--- config.mk ---
export PLATFORM = sky130hd
export DESIGN_NAME = doodle_platform_ctrl
export DESIGN_NICKNAME = d
export VERILOG_FILES = /design/src/rtl/doodle_platform_ctrl.sv
export SDC_FILE = /design/constraint.sdc
export NUM_CORES = 1
export LEC_CHECK = 0
export ABC_AREA = 0
export CAP_MARGIN = 40
export CELL_PAD_IN_SITES_DETAIL_PLACEMENT = 2
export CELL_PAD_IN_SITES_GLOBAL_PLACEMENT = 2
export CORE_MARGIN = 3
export CORE_UTILIZATION = 47
export CTS_CLUSTER_DIAMETER = 120
export DETAILED_ROUTE_END_ITERATION = 16
export DONT_BUFFER_PORTS = 1
export PLACE_DENSITY = 0.86
export REMOVE_ABC_BUFFERS = 1
export SYNTH_ARGS = -nofsm -noshare
export SYNTH_HDL_FRONTEND = slang
export SYNTH_SLANG_ARGS = --single-unit
--- constraint.sdc ---
create_clock -name Clk -period 20.3 [get_ports Clk]
set_input_delay 2.03 -clock Clk [delete_from_list [all_inputs] [get_ports Clk]]
set_output_delay 2.03 -clock Clk [all_outputs]
set_load 0.01 [all_outputs]
--- src/rtl/doodle_platform_ctrl.sv ---
// Per-frame platform scheduler: builds the platform table, checks landings,
// scrolls the world with LFSR respawns and accumulates a saturating score.
module doodle_platform_ctrl #(
    parameter int N_PLAT   = 8,
    parameter int SCREEN_W = 640,
    parameter int SCREEN_H = 480,
    parameter int PLAT_W   = 64,
    parameter int PLAT_GAP = 60,
    parameter int MID_Y    = 240,
    parameter int DOODLE_W = 32,
    parameter int HIT_TOL  = 4
) (
    input  logic                      Clk,
    input  logic                      reset,
    input  logic                      start,
    input  logic                      ack,
    input  logic                      tick,
    input  logic [9:0]                doodle_x,
    input  logic [9:0]                doodle_y,
    input  logic                      falling,
    input  logic [$clog2(N_PLAT)-1:0] rd_idx,
    output logic [9:0]                plat_x,
    output logic [9:0]                plat_y,
    output logic                      hit,
    output logic [9:0]                hit_y,
    output logic                      scroll_valid,
    output logic [9:0]                scroll_amt,
    output logic [15:0]               score,
    output logic                      busy,
    output logic                      game_over
);
    localparam int              IW        = $clog2(N_PLAT);
    localparam logic [IW-1:0]   LAST      = IW'(N_PLAT - 1);
    localparam logic [9:0]      X0        = 10'(SCREEN_W / 2 - PLAT_W / 2);
    localparam logic [9:0]      LFSR_SEED = 10'h2A5;

    typedef enum logic [2:0] {
        S_IDLE, S_INIT, S_WAIT, S_CHECK, S_EVAL, S_SCROLL, S_DONE
    } state_t;

    state_t          state_q, state_d;
    logic [IW-1:0]   cnt_q, cnt_d;
    logic [9:0]      lfsr_q, lfsr_d;
    logic [9:0]      px_q [N_PLAT];
    logic [9:0]      px_d [N_PLAT];
    logic [9:0]      py_q [N_PLAT];
    logic [9:0]      py_d [N_PLAT];
    logic [9:0]      lx_q, lx_d;
    logic [9:0]      ly_q, ly_d;
    logic            lf_q, lf_d;
    logic            found_q, found_d;
    logic [9:0]      match_y_q, match_y_d;
    logic [15:0]     score_q, score_d;

    logic [9:0]      lfsr_next;
    logic [10:0]     dx_w, dy_w, px_w, py_w;
    logic            cur_match;
    logic [9:0]      amt;
    logic [10:0]     scroll_sum;
    logic [16:0]     score_sum;

    assign lfsr_next = {lfsr_q[8:0], lfsr_q[9] ^ lfsr_q[6]};

    // Landing test for the entry under cnt_q; 11-bit operands keep edge sums from wrapping.
    assign dx_w      = {1'b0, lx_q};
    assign dy_w      = {1'b0, ly_q};
    assign px_w      = {1'b0, px_q[cnt_q]};
    assign py_w      = {1'b0, py_q[cnt_q]};
    assign cur_match = lf_q
                     && (dx_w + 11'(DOODLE_W) > px_w)
                     && (dx_w < px_w + 11'(PLAT_W))
                     && (py_w <= dy_w)
                     && (dy_w <= py_w + 11'(HIT_TOL));

    assign amt        = 10'(MID_Y) - ly_q;
    assign scroll_sum = {1'b0, py_q[cnt_q]} + {1'b0, amt};
    assign score_sum  = {1'b0, score_q} + {7'd0, amt};

    always_comb begin
        state_d      = state_q;
        cnt_d        = cnt_q;
        lfsr_d       = lfsr_q;
        px_d         = px_q;
        py_d         = py_q;
        lx_d         = lx_q;
        ly_d         = ly_q;
        lf_d         = lf_q;
        found_d      = found_q;
        match_y_d    = match_y_q;
        score_d      = score_q;
        hit          = 1'b0;
        hit_y        = '0;
        scroll_valid = 1'b0;
        scroll_amt   = '0;

        // hit and scroll_valid are single-cycle pulses with no back-pressure;
        // hit_y and scroll_amt are only meaningful while their pulse is high.
        unique case (state_q)
            S_IDLE: begin
                score_d = '0;
                cnt_d   = '0;
                if (start) state_d = S_INIT;
            end
            S_INIT: begin
                py_d[cnt_q] = 10'(SCREEN_H - PLAT_GAP * (int'(cnt_q) + 1));
                if (cnt_q == '0) begin
                    px_d[cnt_q] = X0;
                end else begin
                    px_d[cnt_q] = {1'b0, lfsr_q[8:0]};
                    lfsr_d      = lfsr_next;
                end
                cnt_d = cnt_q + 1'b1;
                if (cnt_q == LAST) state_d = S_WAIT;
            end
            S_WAIT: begin
                cnt_d = '0;
                if (tick) begin
                    lx_d    = doodle_x;
                    ly_d    = doodle_y;
                    lf_d    = falling;
                    found_d = 1'b0;
                    state_d = S_CHECK;
                end
            end
            S_CHECK: begin
                if (!found_q && cur_match) begin
                    found_d   = 1'b1;
                    match_y_d = py_q[cnt_q];
                end
                cnt_d = cnt_q + 1'b1;
                if (cnt_q == LAST) state_d = S_EVAL;
            end
            S_EVAL: begin
                cnt_d = '0;
                if (found_q) begin
                    hit     = 1'b1;
                    hit_y   = match_y_q;
                    state_d = S_SCROLL;
                end else if (ly_q >= 10'(SCREEN_H)) begin
                    state_d = S_DONE;
                end else begin
                    state_d = S_SCROLL;
                end
            end
            S_SCROLL: begin
                if (ly_q >= 10'(MID_Y)) begin
                    state_d = S_WAIT;
                end else begin
                    // Platforms pushed off the bottom re-enter at the top with a fresh x.
                    if (scroll_sum >= 11'(SCREEN_H)) begin
                        py_d[cnt_q] = 10'(scroll_sum - 11'(SCREEN_H));
                        px_d[cnt_q] = {1'b0, lfsr_q[8:0]};
                        lfsr_d      = lfsr_next;
                    end else begin
                        py_d[cnt_q] = scroll_sum[9:0];
                    end
                    cnt_d = cnt_q + 1'b1;
                    if (cnt_q == LAST) begin
                        scroll_valid = 1'b1;
                        scroll_amt   = amt;
                        score_d      = score_sum[16] ? 16'hFFFF : score_sum[15:0];
                        state_d      = S_WAIT;
                    end
                end
            end
            S_DONE: begin
                if (ack) state_d = S_IDLE;
            end
            default: state_d = S_IDLE;
        endcase
    end

    always_ff @(posedge Clk or posedge reset) begin
        if (reset) begin
            state_q   <= S_IDLE;
            cnt_q     <= '0;
            lfsr_q    <= LFSR_SEED;
            lx_q      <= '0;
            ly_q      <= '0;
            lf_q      <= 1'b0;
            found_q   <= 1'b0;
            match_y_q <= '0;
            score_q   <= '0;
            for (int i = 0; i < N_PLAT; i++) begin
                px_q[i] <= '0;
                py_q[i] <= '0;
            end
        end else begin
            state_q   <= state_d;
            cnt_q     <= cnt_d;
            lfsr_q    <= lfsr_d;
            lx_q      <= lx_d;
            ly_q      <= ly_d;
            lf_q      <= lf_d;
            found_q   <= found_d;
            match_y_q <= match_y_d;
            score_q   <= score_d;
            for (int i = 0; i < N_PLAT; i++) begin
                px_q[i] <= px_d[i];
                py_q[i] <= py_d[i];
            end
        end
    end

    assign plat_x    = px_q[rd_idx];
    assign plat_y    = py_q[rd_idx];
    assign score     = score_q;
    assign busy      = (state_q == S_INIT) || (state_q == S_CHECK)
                    || (state_q == S_EVAL) || (state_q == S_SCROLL);
    assign game_over = (state_q == S_DONE);

endmodule

==> metrics <==
count of vias placed by the detailed router=11760; fraction of final layout cells with drive strength greater than 1=23.8%; worst flop-to-flop path startpoint=cnt_q[0]; count of cells along the worst register-to-register path=18; Final Util=52.6%; achievable frequency=143 MHz; most instantiated library cell after synthesis=sky130_fd_sc_hd__dfrtp_1; remaining antenna violation count=0; setup-violating endpoint count in the final report=0; Num Clock Sinks=224; number of search-and-repair iterations in the first detailed-routing pass=5; total wirelength of the detailed-routed design=56900 microns; maximum number of pins on one net before global-route repair=100; outcome=complete, no violations; sum of overflow across all layers after global routing=0; worst path required time=20740 ps; Slowest-stage cell, CP=sky130_fd_sc_hd__a221oi_1; HPWL after detailed placement=36000 microns; maximum cell stage delay along the critical path=870 ps; number of distinct standard cells referenced by the synthesized netlist=80; via count of the first global-routing pass=13175; worst-path fanout max=37; biggest area consumer among synthesized cells=sky130_fd_sc_hd__dfrtp_1; latest clock arrival within the worst-skew pair=570 ps; WS Path Type=register to register; non-filler cells in the finished layout=1665; final setup TNS=0 ps; startpoint of the worst setup timing path=cnt_q[0]; final number of max-transition violations=0; routability cong.=0.857; final hold violations=0; most used standard cells in the synthesized netlist=219 x sky130_fd_sc_hd__dfrtp_1, 149 x sky130_fd_sc_hd__mux2_2, 120 x sky130_fd_sc_hd__nand2_1; Core Region=0.0292 sq mm; CTS tree=built; average routed wire per standard cell=34.1 microns; critical path capture point type=register; post-CTS setup-driven buffer insertion count=0; clock skew after layout=29.6 ps; final routed DRC violation total=0; # IOs=89; Root Buffer Master=sky130_fd_sc_hd__clkbuf_16; Initial Utilization=48.5%; number of filler instances in the final layout=2854; quantity of hold-fixing buffers added after cts=0; global-route usage over all layers=34.5%; R2R Path End=px_q[77]; cts bufs inserted=26; clock period minus final worst setup slack=7000 ps; ordered list of cells on the worst path=buf_4 > inv_1 > buf_4 > nor2_1 > nand2_1 > o21ai_0 > a221oi_1 > inv_1 > ha_1 > a211oi_2 > o21bai_1 > a21oi_1 > xnor2_1 > ha_1 > a31oi_1 > o21a_1 > a21o_1 > mux2_2; primary flip-flop cell chosen by synthesis mapping=sky130_fd_sc_hd__dfrtp_1; die span in x=180 microns; headroom to the max-slew limit=32.3%; worst slack, placed=13930 ps; area growth from synthesis to layout=8.49%; sequential fraction of the synthesis area=39.6%; Synth Instances=1297; clock edge transition at the registers on the reported setup and hold paths=80 ps; Worst-Margin Slew=1010 ps; netlist area before placement=0.0142 sq mm; RSZ-0062 raised after global routing=false; flip-flop and latch count after synthesis=224; final cycle utilization of the critical path=34.5%; die area=0.0323 sq mm; class of the tightest hold or removal check=register to register; top post-synthesis cells by area=sky130_fd_sc_hd__dfrtp_1 39%, sky130_fd_sc_hd__mux2_2 12%, sky130_fd_sc_hd__mux4_2 7.9%, sky130_fd_sc_hd__ha_1 6.8%, sky130_fd_sc_hd__o21ai_0 3.2%; antenna diode instance count=0; global-route wire length before repair=86600 microns; std cell rows=62; maximum root-to-sink buffer count=3; I/O Buffers=0; count of max-cap constraint violations=0; portion of synthesized cell area occupied by the leading cell type=38.6%; critical path endpoint=px_q[77]; kind of start point of the critical path=register; Yosys warnings=0; via density per instance=7.06; Net count, final=1373; async set-or-reset flop fraction in the synthesized netlist=100%; H-tree levels=1; die height=180 microns; worst setup slack after layout=13300 ps; average footprint of a synthesized cell=10.9 sq um; Detailed Route Iter0 Violations=1064; slack of the worst reg-to-reg path=13300 ps; total instance count after detailed placement=1615; Crit path arrival time=7440 ps; Resize count post-CTS=0; Post-synth EDFFs=0; antenna violations before repair=0
==> cell type report <==
cell class                      count  area [sq um]  share of cell area, %
Clock buffer                       41           838                   5.45
Multi-Input combinational cell    951          8050                   52.3
Tap cell                          384           480                   3.12
Inverter                           43           169                   1.10
Timing Repair Buffer               15           155                   1.01
Clock inverter                      7          91.3                  0.593
Sequential cell                   224          5610                   36.5
==> kinds of logic after synthesis <==
logic type / share of synthesized area [%]
mux: 22.3
xor+xnor: 2.65
buf+inv: 3.97
simple gates: 10.7
flops: 39.6
other cells: 0.0264
compound gates: 13.2
fa+ha+maj: 7.64
==> worst min-delay path by stage <==
| stage | startpoint | to | slack [ps] | cells past startpoint |
|---|---|---|---|---|
| 4_1_cts | py_q[20] | py_q[20] | 510 | 2 |
| 5_1_grt | match_y_q[6] | match_y_q[6] | 530 | 1 |
| 6_report | py_q[20] | py_q[20] | 510 | 2 |
| 2_1_floorplan | py_q[4] | py_q[4] | 460 | 2 |
| 3_5_place_dp | py_q[20] | py_q[20] | 500 | 2 |
| 3_3_place_gp | py_q[63] | py_q[63] | 480 | 2 |
==> metrics by stage <==
step | instance area, sq um | hold slack, ps
2_1_floorplan | 13800 | 459
3_3_place_gp | 14400 | 481
3_5_place_dp | 14400 | 496
4_1_cts | 15400 | 509
5_1_grt | 15400 | 534
6_report | 15400 | 507
==> registers in the layout, summed over array words and instances (netlist names) <==
register	count
px_q	80
py_q	80
score	16
lfsr_q	10
lx_q	10
ly_q	10
match_y_q	10
cnt_q	3
state_q	3
found_q	1
lf_q	1
==> metal layers <==
metal  track usage (%)  wire [microns]  vias to the layer above
li1                  -               -                     4679
met1              42.3           21700                     6147
met2              57.9           27500                      676
met3              6.81            4130                      258
met4              18.1            3470                        0
met5                 0               0                        -
==> critical path: cells and delay by family, from the launching register on <==
kind	cells	cell delay (ps)
adders and majority gates	2	740
and+or+nand+nor	2	400
buffers and inverters	4	1200
AOI/OAI and AO/OA	8	3380
muxes	1	470
xor gates and xnor gates	1	230
DFF	1	410
==> cell usage in the layout, fill, tap and decap left out, drive strengths merged, types with 16 or more instances in the layout <==
cell type  instances
inv               43
o21ai             93
nand3             18
and3              16
and2              28
mux2i             21
a31oi             23
a22oi             18
ha                77
mux2             159
a21oi             38
xnor2             31
clkbuf            41
mux4              50
a21o              20
nor3              20
nand2            120
nor2              62
dfrtp            219
Power is left out: the tool's default activity adds up to more than one toggle a clock period on the data nets, which glitch-free logic cannot reach.
